`src/rtl/readout_pkg.sv`:
```
// Shared definitions for the readout scheduler slice.
// Holds the default geometry of the channel register map, the fixed output
// widths, the scheduler state type and the register-address helper.
package readout_pkg;

    localparam int unsigned DEF_CH_REG_START_ADDR = 12;
    localparam int unsigned DEF_NUM_REGS_PER_CH   = 7;
    localparam int unsigned DEF_NUM_CH            = 8;
    localparam int unsigned DEF_BITS_PER_REG      = 8;

    localparam int unsigned ADDR_W   = 7;
    localparam int unsigned CH_IDX_W = 3;

    typedef enum logic [1:0] {
        IDLE,
        ARB,
        SHIFT,
        DONE
    } state_e;

    // Address of register idx of channel ch in the channel register map.
    function automatic logic [ADDR_W-1:0] ch_reg_addr(
        input int unsigned start,
        input int unsigned nregs,
        input int unsigned ch,
        input int unsigned idx
    );
        return ADDR_W'(start + ch * nregs + idx);
    endfunction

endpackage

```
`src/rtl/rr_arbiter.sv`:
```
// Combinational round-robin selector.
// Ports:
//   req        - per-channel request vector
//   last_grant - channel granted most recently
//   grant      - lowest requesting channel strictly after last_grant (wraps)
//   valid      - high when any channel is requesting
module rr_arbiter
    import readout_pkg::*;
#(
    parameter int unsigned NUM_CH = DEF_NUM_CH
) (
    input  logic [NUM_CH-1:0]   req,
    input  logic [CH_IDX_W-1:0] last_grant,
    output logic [CH_IDX_W-1:0] grant,
    output logic                valid
);

    logic [CH_IDX_W-1:0] cand;

    // Walk the channels starting just after last_grant; last_grant itself is
    // visited last so a sole requester can still be re-granted.
    always_comb begin
        grant = '0;
        valid = 1'b0;
        cand  = '0;
        for (int unsigned k = 1; k <= NUM_CH; k++) begin
            cand = CH_IDX_W'((32'(last_grant) + k) % NUM_CH);
            if (!valid && req[cand]) begin
                grant = cand;
                valid = 1'b1;
            end
        end
    end

endmodule

```
`src/rtl/readout_scheduler.sv`:
```
// Readout scheduler: picks requesting channels round-robin and steps the
// POCI register address through each granted channel's register block,
// holding every address for BITS_PER_REG spi_clk cycles.
// Ports:
//   spi_clk    - sole clock, rising edge
//   rst        - synchronous active-high reset
//   DVDD, DVSS - local power pins, no logic function
//   enable     - permits new frames to start
//   ch_req     - per-channel readout request (level)
//   addr       - register address to the POCI output mux (0 when idle)
//   cur_ch     - channel currently being read out
//   busy       - high while arbitrating or shifting
//   ch_ack     - one-cycle one-hot pulse when a channel frame completes
module readout_scheduler
    import readout_pkg::*;
#(
    parameter int unsigned CH_REG_START_ADDR = DEF_CH_REG_START_ADDR,
    parameter int unsigned NUM_REGS_PER_CH   = DEF_NUM_REGS_PER_CH,
    parameter int unsigned NUM_CH            = DEF_NUM_CH,
    parameter int unsigned BITS_PER_REG      = DEF_BITS_PER_REG
) (
    input  logic                spi_clk,
    input  logic                rst,
    inout  wire                 DVDD,
    inout  wire                 DVSS,
    input  logic                enable,
    input  logic [NUM_CH-1:0]   ch_req,
    output logic [ADDR_W-1:0]   addr,
    output logic [CH_IDX_W-1:0] cur_ch,
    output logic                busy,
    output logic [NUM_CH-1:0]   ch_ack
);

    localparam int unsigned BC_W = (BITS_PER_REG > 1) ? $clog2(BITS_PER_REG) : 1;
    localparam int unsigned RI_W = (NUM_REGS_PER_CH > 1) ? $clog2(NUM_REGS_PER_CH) : 1;

    state_e              state_q;
    logic [ADDR_W-1:0]   addr_q;
    logic [CH_IDX_W-1:0] cur_ch_q;
    logic                busy_q;
    logic [NUM_CH-1:0]   ch_ack_q;
    logic [BC_W-1:0]     bit_cnt_q, bit_cnt_d;
    logic [RI_W-1:0]     reg_idx_q, reg_idx_d;
    logic [CH_IDX_W-1:0] last_grant_q;

    logic                bit_last;
    logic                reg_last;
    logic [CH_IDX_W-1:0] arb_grant;
    logic                arb_valid;

    // Power pins carry no logic; this only marks them as intentionally read.
    logic unused_pwr;
    assign unused_pwr = DVDD ^ DVSS;

    rr_arbiter #(
        .NUM_CH(NUM_CH)
    ) u_arb (
        .req       (ch_req),
        .last_grant(last_grant_q),
        .grant     (arb_grant),
        .valid     (arb_valid)
    );

    always_comb begin
        bit_last  = (bit_cnt_q == BC_W'(BITS_PER_REG - 1));
        reg_last  = (reg_idx_q == RI_W'(NUM_REGS_PER_CH - 1));
        bit_cnt_d = bit_last ? '0 : bit_cnt_q + 1'b1;
        reg_idx_d = bit_last ? reg_idx_q + 1'b1 : reg_idx_q;
    end

    // addr is registered from the next register index so the address shown
    // in each SHIFT cycle always belongs to that cycle's reg_idx.
    always_ff @(posedge spi_clk) begin
        if (rst) begin
            state_q      <= IDLE;
            addr_q       <= '0;
            cur_ch_q     <= '0;
            busy_q       <= 1'b0;
            ch_ack_q     <= '0;
            bit_cnt_q    <= '0;
            reg_idx_q    <= '0;
            last_grant_q <= CH_IDX_W'(NUM_CH - 1);
        end else begin
            ch_ack_q <= '0;
            case (state_q)
                IDLE: begin
                    addr_q <= '0;
                    busy_q <= 1'b0;
                    if (enable && |ch_req) begin
                        state_q <= ARB;
                        busy_q  <= 1'b1;
                    end
                end
                ARB: begin
                    if (arb_valid) begin
                        state_q   <= SHIFT;
                        cur_ch_q  <= arb_grant;
                        bit_cnt_q <= '0;
                        reg_idx_q <= '0;
                        addr_q    <= ch_reg_addr(CH_REG_START_ADDR, NUM_REGS_PER_CH,
                                                 32'(arb_grant), 0);
                    end else begin
                        state_q <= IDLE;
                        busy_q  <= 1'b0;
                    end
                end
                SHIFT: begin
                    bit_cnt_q <= bit_cnt_d;
                    reg_idx_q <= reg_idx_d;
                    if (bit_last && reg_last) begin
                        state_q      <= DONE;
                        addr_q       <= '0;
                        busy_q       <= 1'b0;
                        reg_idx_q    <= '0;
                        ch_ack_q     <= NUM_CH'(1) << cur_ch_q;
                        last_grant_q <= cur_ch_q;
                    end else begin
                        addr_q <= ch_reg_addr(CH_REG_START_ADDR, NUM_REGS_PER_CH,
                                              32'(cur_ch_q), 32'(reg_idx_d));
                    end
                end
                default: begin
                    if (enable && |ch_req) begin
                        state_q <= ARB;
                        busy_q  <= 1'b1;
                    end else begin
                        state_q <= IDLE;
                    end
                end
            endcase
        end
    end

    assign addr   = addr_q;
    assign cur_ch = cur_ch_q;
    assign busy   = busy_q;
    assign ch_ack = ch_ack_q;

endmodule

```
`config.mk`:
```
export PLATFORM = sky130hd
export DESIGN_NAME = readout_scheduler
export DESIGN_NICKNAME = d
export VERILOG_FILES = /design/src/rtl/readout_pkg.sv /design/src/rtl/rr_arbiter.sv /design/src/rtl/readout_scheduler.sv
export SDC_FILE = /design/constraint.sdc
export NUM_CORES = 1
export LEC_CHECK = 0
export ABC_AREA = 1
export CAP_MARGIN = 20
export CORE_ASPECT_RATIO = 1.25
export CORE_MARGIN = 1.5
export CORE_UTILIZATION = 35
export CTS_CLUSTER_DIAMETER = 30
export DETAILED_ROUTE_END_ITERATION = 16
export RECOVER_POWER = 50
export SYNTH_ARGS = -nofsm -noshare
export SYNTH_HDL_FRONTEND = slang
export SYNTH_SLANG_ARGS = --single-unit
```
`constraint.sdc`:
```
create_clock -name spi_clk -period 4.4 [get_ports spi_clk]
set_clock_uncertainty 0.15 [all_clocks]
set_input_delay 0.88 -clock spi_clk [delete_from_list [all_inputs] [get_ports spi_clk]]
set_output_delay 0.88 -clock spi_clk [all_outputs]
set_load 0.05 [all_outputs]
```
==> results.sh, run 1 <==
export IMPL_status="finished, final reports clean"
export IMPL_seq_area_frac_synth=0.240
export IMPL_start_util=0.361
export IMPL_grt_max_degree=22
export IMPL_max_vdd_ir_drop_mv=0.298
export IMPL_regToRegStartpoint="last_grant_q[1]"
export IMPL_io_buffers=29
export IMPL_internal_power_mw=0.685
export IMPL_startpoint_type="input pin"
export IMPL_gp_routability_congestion=0.858
export IMPL_finalPower_mw=1.27
export IMPL_wl_um=6360
export IMPL_antenna_found_initial=0
export IMPL_avgSynthCellArea_um2=6.97
export IMPL_setup_viol=0
export IMPL_rsz0062_at_grt="no"
export IMPL_dp_hpwl_um=4920
export IMPL_seq_power_share=0.281
export IMPL_cts_tree="done"
export IMPL_utilization=0.476
export IMPL_netlist_instances=359
export IMPL_whs_ns=0.310
export IMPL_place_inst=501
export IMPL_synthDistinctLibCells=34
export IMPL_die_x_um=78.6
export IMPL_reg2reg_to="addr[4]"
export IMPL_fillCellCount=713
export IMPL_rrSetupSlack_ns=0.36
export IMPL_numCtsBuffers=5
export IMPL_slew_violations=0
export IMPL_fin_crit_sh=0.918
export IMPL_cts_hold_buf=0
export IMPL_swShare=0.459
export IMPL_areaGrowthSynthToFinish_pct=31.9
export IMPL_drt_pre_antenna_iters=4
export IMPL_required_ns=4.47
export IMPL_num_antenna_cells=0
export IMPL_untimed_endpoints=2
export IMPL_timing_hold_violations_final=0
export IMPL_worstSkewPairLatency_ns=0.29
export IMPL_combPwrFrac=0.534
export IMPL_grt_pass1_wl_um=10800
export IMPL_relSlewSlack=0.445
export IMPL_syn_num_nets=412
export IMPL_final_cells=510
export IMPL_hold_path_endpoint="addr[4]"
export IMPL_cts_buffer_depth=2
export IMPL_cts_root_buffer="clkbuf_8"
export IMPL_pin_count=32
export IMPL_wl_per_cell_um=12.5
export IMPL_hold_path_depth=2
export IMPL_end_kind="register"
export IMPL_grt_usage=0.176
export IMPL_path_class="in -> reg"
export IMPL_max_freq_ghz=0.248
export IMPL_clkPwrFrac=0.185
export IMPL_arrival_ns=4.11
export IMPL_hold_path_startpoint="addr[4]"
export IMPL_hold_path_class="reg -> reg"
export IMPL_min_period_ns=4.04
export IMPL_final_nets=472
export IMPL_vias=2517
export IMPL_drc=0
export IMPL_drive_above_1_share=0.200
export IMPL_ff_latch_area_um2=601
export IMPL_p_leak_nw=1.64
export IMPL_synth_area_um2=2500
export IMPL_drtIter0Drc=72
export IMPL_vias_per_cell=4.94
export IMPL_multi_input_area_um2=1760
export IMPL_tns_ns=0
export IMPL_yosysWarnings=0
export IMPL_reg2regPathDepth=25
export IMPL_worst_slew_pin_slew_ns=0.830
export IMPL_core_area_um2=6930
export IMPL_path_clk_slew_ns=0.07
export IMPL_num_rows=34
export IMPL_htree_num_levels=2
export IMPL_p_per_area_nw_per_um2=384
export IMPL_maxCapViolations=0
export IMPL_grt_pass1_vias=2432
export IMPL_ant_nets=0
export IMPL_cts_sinks=30
export IMPL_dieArea_um2=7670
export IMPL_switchingPower_mw=0.582
export IMPL_ys_ff_latch=30
export IMPL_fp_dieH_um=97.5
export IMPL_cp_max_fo=4
export IMPL_overflow=0
## worst max-delay path, stage by stage
cell	delay, ns
clkdlybuf4s25_1	0.27
nand2_1	0.10
nand3_1	0.08
nand2_1	0.09
nand2_1	0.06
nand2_2	0.13
nand3_4	0.11
nor2_4	0.10
nand2_2	0.07
nor2_4	0.08
nand2_1	0.06
nor2_2	0.13
nand2_1	0.06
nand3_1	0.12
inv_2	0.05
ha_1	0.26
inv_1	0.04
ha_1	0.30
ha_2	0.21
fa_2	0.53
nand2_1	0.05
o21ai_0	0.10
nand2_1	0.08
a21oi_1	0.15
## layout by cell type, fill, tap and decap left out, drive strengths merged, types with 4 or more instances in the layout
cell	count
clkbuf	6
dlygate4sd3	18
inv	49
o21ai	20
nand3	36
dfxtp	30
ha	36
a21oi	28
nand2	85
nor2	33
nor3	6
buf	31
dlymetal6s2s	7
a211oi	4
fa	4
## registers in the layout, indices dropped and copies added (netlist names)
register      count
addr              7
ch_ack            8
busy              1
reg_idx_q         3
state_q           2
last_grant_q      3
bit_cnt_q         3
cur_ch            3
## power groups by stage
stage	clock [mW]	combinational, mW	sequential (mW)
2_1_floorplan	0	0.430	0.421
3_3_place_gp	0	0.661	0.362
3_5_place_dp	0	0.674	0.364
4_1_cts	0.241	0.683	0.358
5_1_grt	0.257	0.769	0.365
6_report	0.235	0.676	0.356
## worst max-delay path by stage
| stage | depth (start not counted) | to | slack, ns | from |
|---|---|---|---|---|
| 3_3_place_gp | 24 | addr[4] | -0.16 | ch_req[0] |
| 4_1_cts | 24 | addr[4] | 0.09 | ch_req[0] |
| 5_1_grt | 25 | addr[4] | 0.10 | last_grant_q[1] |
| 3_5_place_dp | 24 | addr[4] | -0.21 | ch_req[0] |
| 6_report | 24 | addr[4] | 0.36 | ch_req[5] |
| 2_1_floorplan | 27 | addr[4] | 0.35 | last_grant_q[0] |
## synth_stat cells (all sizes together)
| cell | n | area, um2 |
|---|---|---|
| nand3 | 36 | 203 |
| ha | 36 | 450 |
| or4 | 2 | 15.0 |
| dfxtp | 30 | 601 |
| fa | 4 | 80.1 |
| o2111ai | 1 | 8.76 |
| o21bai | 1 | 7.51 |
| a31oi | 3 | 18.8 |
| nor3 | 6 | 30.0 |
| a22o | 3 | 26.3 |
| a211oi | 4 | 30.0 |
| nand4 | 3 | 25.0 |
| or2 | 2 | 12.5 |
| nand2 | 85 | 329 |
| inv | 49 | 184 |
| buf | 4 | 26.3 |
| clkinv | 1 | 3.75 |
| clkbuf | 3 | 11.3 |
| o21ai | 20 | 100 |
| xor2 | 2 | 25.0 |
| a21oi | 28 | 148 |
| nor2 | 33 | 141 |
| xnor2 | 3 | 26.3 |
## logic make-up (layout without fill, tap and decap cells)
family | after synthesis | after routing | share of synthesized area
fa+ha+maj | 40 | 40 | 0.212
simple gates | 167 | 167 | 0.302
compound gates | 60 | 60 | 0.136
flops | 30 | 30 | 0.240
xor+xnor | 5 | 5 | 0.0205
buf+inv | 57 | 118 | 0.0900
## cell type report
class | count | area share
clock buffers | 6 | 0.0250
inverters | 50 | 0.0576
flip-flops and latches | 30 | 0.182
well taps | 90 | 0.0341
multi-input cells | 272 | 0.534
clock inverters | 2 | 0.00379
repair buffers | 60 | 0.164
## per-stage QoR
stage,instance area [um2],setup WS (ns)
floorplan,2500,0.353
global placement,3090,-0.161
detailed placement,3090,-0.212
CTS,3190,0.0878
global route,3300,0.103
finish,3300,0.360
## repair_timing
item,in CTS,in global routing
buffers inserted,0,1
gates resized for setup,0,33
setup endpoints to repair,0,3
## layer usage
layer | track usage | wire [um] | up-vias
li1 | - | - | 1296
met1 | 0.206 | 2570 | 1151
met4 | 0.0604 | 142 | 0
met5 | 0 | 0 | -
met3 | 0.0254 | 278 | 15
met2 | 0.320 | 3360 | 55
No activity file was read; power rests on OpenSTA's default activity.
==> run 2: changes to the inputs <==
--- a/config.mk
+++ b/config.mk
@@ -12,6 +12,7 @@
 export CORE_UTILIZATION = 35
 export CTS_CLUSTER_DIAMETER = 30
 export DETAILED_ROUTE_END_ITERATION = 16
+export MAX_ROUTING_LAYER = met4
 export RECOVER_POWER = 50
 export SYNTH_ARGS = -nofsm -noshare
 export SYNTH_HDL_FRONTEND = slang
==> results.sh, run 2 (same netlist as run 1, synthesis figures left out) <==
export IMPL_max_freq_ghz=0.248
export IMPL_grt_pass1_vias=2335
export IMPL_num_antenna_cells=0
export IMPL_mostFrequentLayoutCells="nand2_1 (71), inv_1 (44), ha_1 (35)"
export IMPL_reg2reg_to="addr[4]"
export IMPL_ant_nets=0
export IMPL_cp_max_fo=7
export IMPL_hold_path_depth=2
export IMPL_worst_slew_pin_slew_ns=0.826
export IMPL_overflow=0
export IMPL_status="finished, final reports clean"
export IMPL_drc=0
export IMPL_p_leak_nw=1.65
export IMPL_wl_um=6420
export IMPL_final_nets=470
export IMPL_path_clk_slew_ns=0.07
export IMPL_core_area_um2=6930
export IMPL_vias_per_cell=4.84
export IMPL_fp_dieH_um=97.5
export IMPL_dieArea_um2=7670
export IMPL_final_common_cell="nand2_1"
export IMPL_io_buffers=29
export IMPL_maxCapViolations=0
export IMPL_relSlewSlack=0.447
export IMPL_arrival_ns=4.09
export IMPL_finalPower_mw=1.27
export IMPL_cts_root_buffer="clkbuf_8"
export IMPL_areaGrowthSynthToFinish_pct=32.7
export IMPL_grt_usage=0.177
export IMPL_crit_path_start="last_grant_q[1]"
export IMPL_tns_ns=0
export IMPL_grt_max_degree=22
export IMPL_cts_tree="done"
export IMPL_min_period_ns=4.03
export IMPL_path_class="reg -> reg"
export IMPL_rsz0062_at_grt="no"
export IMPL_gp_routability_congestion=0.871
export IMPL_cts_sinks=30
export IMPL_die_x_um=78.6
export IMPL_dp_hpwl_um=4890
export IMPL_vias=2461
export IMPL_drtIter0Drc=60
export IMPL_reg2regPathDepth=24
export IMPL_layout_setup_ws_ns=0.366
export IMPL_worstSkewPairLatency_ns=0.27
export IMPL_cts_buffer_depth=2
export IMPL_fillCellCount=713
export IMPL_startpoint_type="register"
export IMPL_hold_path_endpoint="addr[4]"
export IMPL_drt_pre_antenna_iters=4
export IMPL_hold_path_class="reg -> reg"
export IMPL_antenna_found_initial=0
export IMPL_numCtsBuffers=5
export IMPL_largest_register_ffs=8
export IMPL_fin_crit_sh=0.917
export IMPL_rrSetupSlack_ns=0.37
export IMPL_required_ns=4.45
export IMPL_regToRegStartpoint="last_grant_q[1]"
export IMPL_pin_count=32
export IMPL_timing_hold_violations_final=0
export IMPL_untimed_endpoints=2
export IMPL_drive_above_1_share=0.208
export IMPL_grt_pass1_wl_um=10600
export IMPL_htree_num_levels=2
export IMPL_start_util=0.361
export IMPL_num_rows=34
export IMPL_slew_violations=0
export IMPL_wl_per_cell_um=12.6
export IMPL_hold_path_startpoint="addr[4]"
export IMPL_setup_viol=0
export IMPL_max_vdd_ir_drop_mv=0.279
export IMPL_end_kind="register"
export IMPL_dp_worst_setup_slack_ns=-0.191
export IMPL_p_per_area_nw_per_um2=382
run 2: cell type report:
| class | count | area (um2) | area share |
|---|---|---|---|
| clock buffer | 7 | 86.3 | 0.0260 |
| clock inverter | 1 | 5.00 | 0.00151 |
| inverter | 50 | 188 | 0.0565 |
| multi-input combinational | 272 | 1800 | 0.543 |
| sequential | 30 | 601 | 0.181 |
| tap | 90 | 113 | 0.0339 |
| timing repair buffer | 58 | 526 | 0.158 |
run 2: what timing repair did:
item | CTS | global route
gates resized for setup | 0 | 39
buffers inserted | 0 | 1
hold buffers | 0 | 0
setup endpoints to repair | 0 | 3
run 2: report_power, final:
group | switching, mW | internal, mW | total (mW)
Clock | 0.0981 | 0.126 | 0.224
Sequential | 0.0431 | 0.315 | 0.358
Combinational | 0.438 | 0.248 | 0.686
Total | 0.579 | 0.688 | 1.27
run 2: how the worst max path moves through the flow:
stage              end  slack, ns  cells past startpoint
5_1_grt        addr[4]       0.13                     24
3_5_place_dp   addr[4]      -0.19                     24
4_1_cts        addr[4]        0.1                     24
2_1_floorplan  addr[4]       0.35                     27
6_report       addr[4]       0.37                     24
3_3_place_gp   addr[4]      -0.16                     24
run 2: per-stage QoR:
| step | instance area [um2] | hold slack (ns) | std cells | utilization |
|---|---|---|---|---|
| final | 3320 | 0.308 | 508 | 0.479 |
| after global routing | 3320 | 0.330 | 508 | 0.479 |
| after CTS | 3170 | 0.318 | 507 | 0.457 |
| after detailed placement | 3080 | 0.307 | 499 | 0.444 |
| after global placement | 3080 | 0.304 | 499 | 0.444 |
| after floorplan | 2500 | 0.299 | 359 | - |
run 2: routing by layer:
metal  vias up  part of all wire  global-route usage
li1       1292                 -                   -
met1      1134              0.42               0.205
met3         2             0.028              0.0216
met5         -                 0                   -
met4         0            0.0055              0.0371
met2        33              0.55               0.323
run 2: worst max-delay path: stages (launching register included):
cell       delay, ns
dfxtp_1         0.34
inv_2           0.10
ha_1            0.30
inv_1           0.21
nand3_2         0.13
nand3_2         0.11
nand2_2         0.07
inv_2           0.09
nand3_4         0.11
buf_4           0.15
nor2_1          0.12
nand2_1         0.06
o2111ai_1       0.12
a21oi_2         0.06
nand3_2         0.09
inv_2           0.04
ha_1            0.26
inv_1           0.04
ha_1            0.29
ha_2            0.20
fa_2            0.53
nand2_1         0.06
o21ai_0         0.09
nand2_1         0.08
a21oi_1         0.15
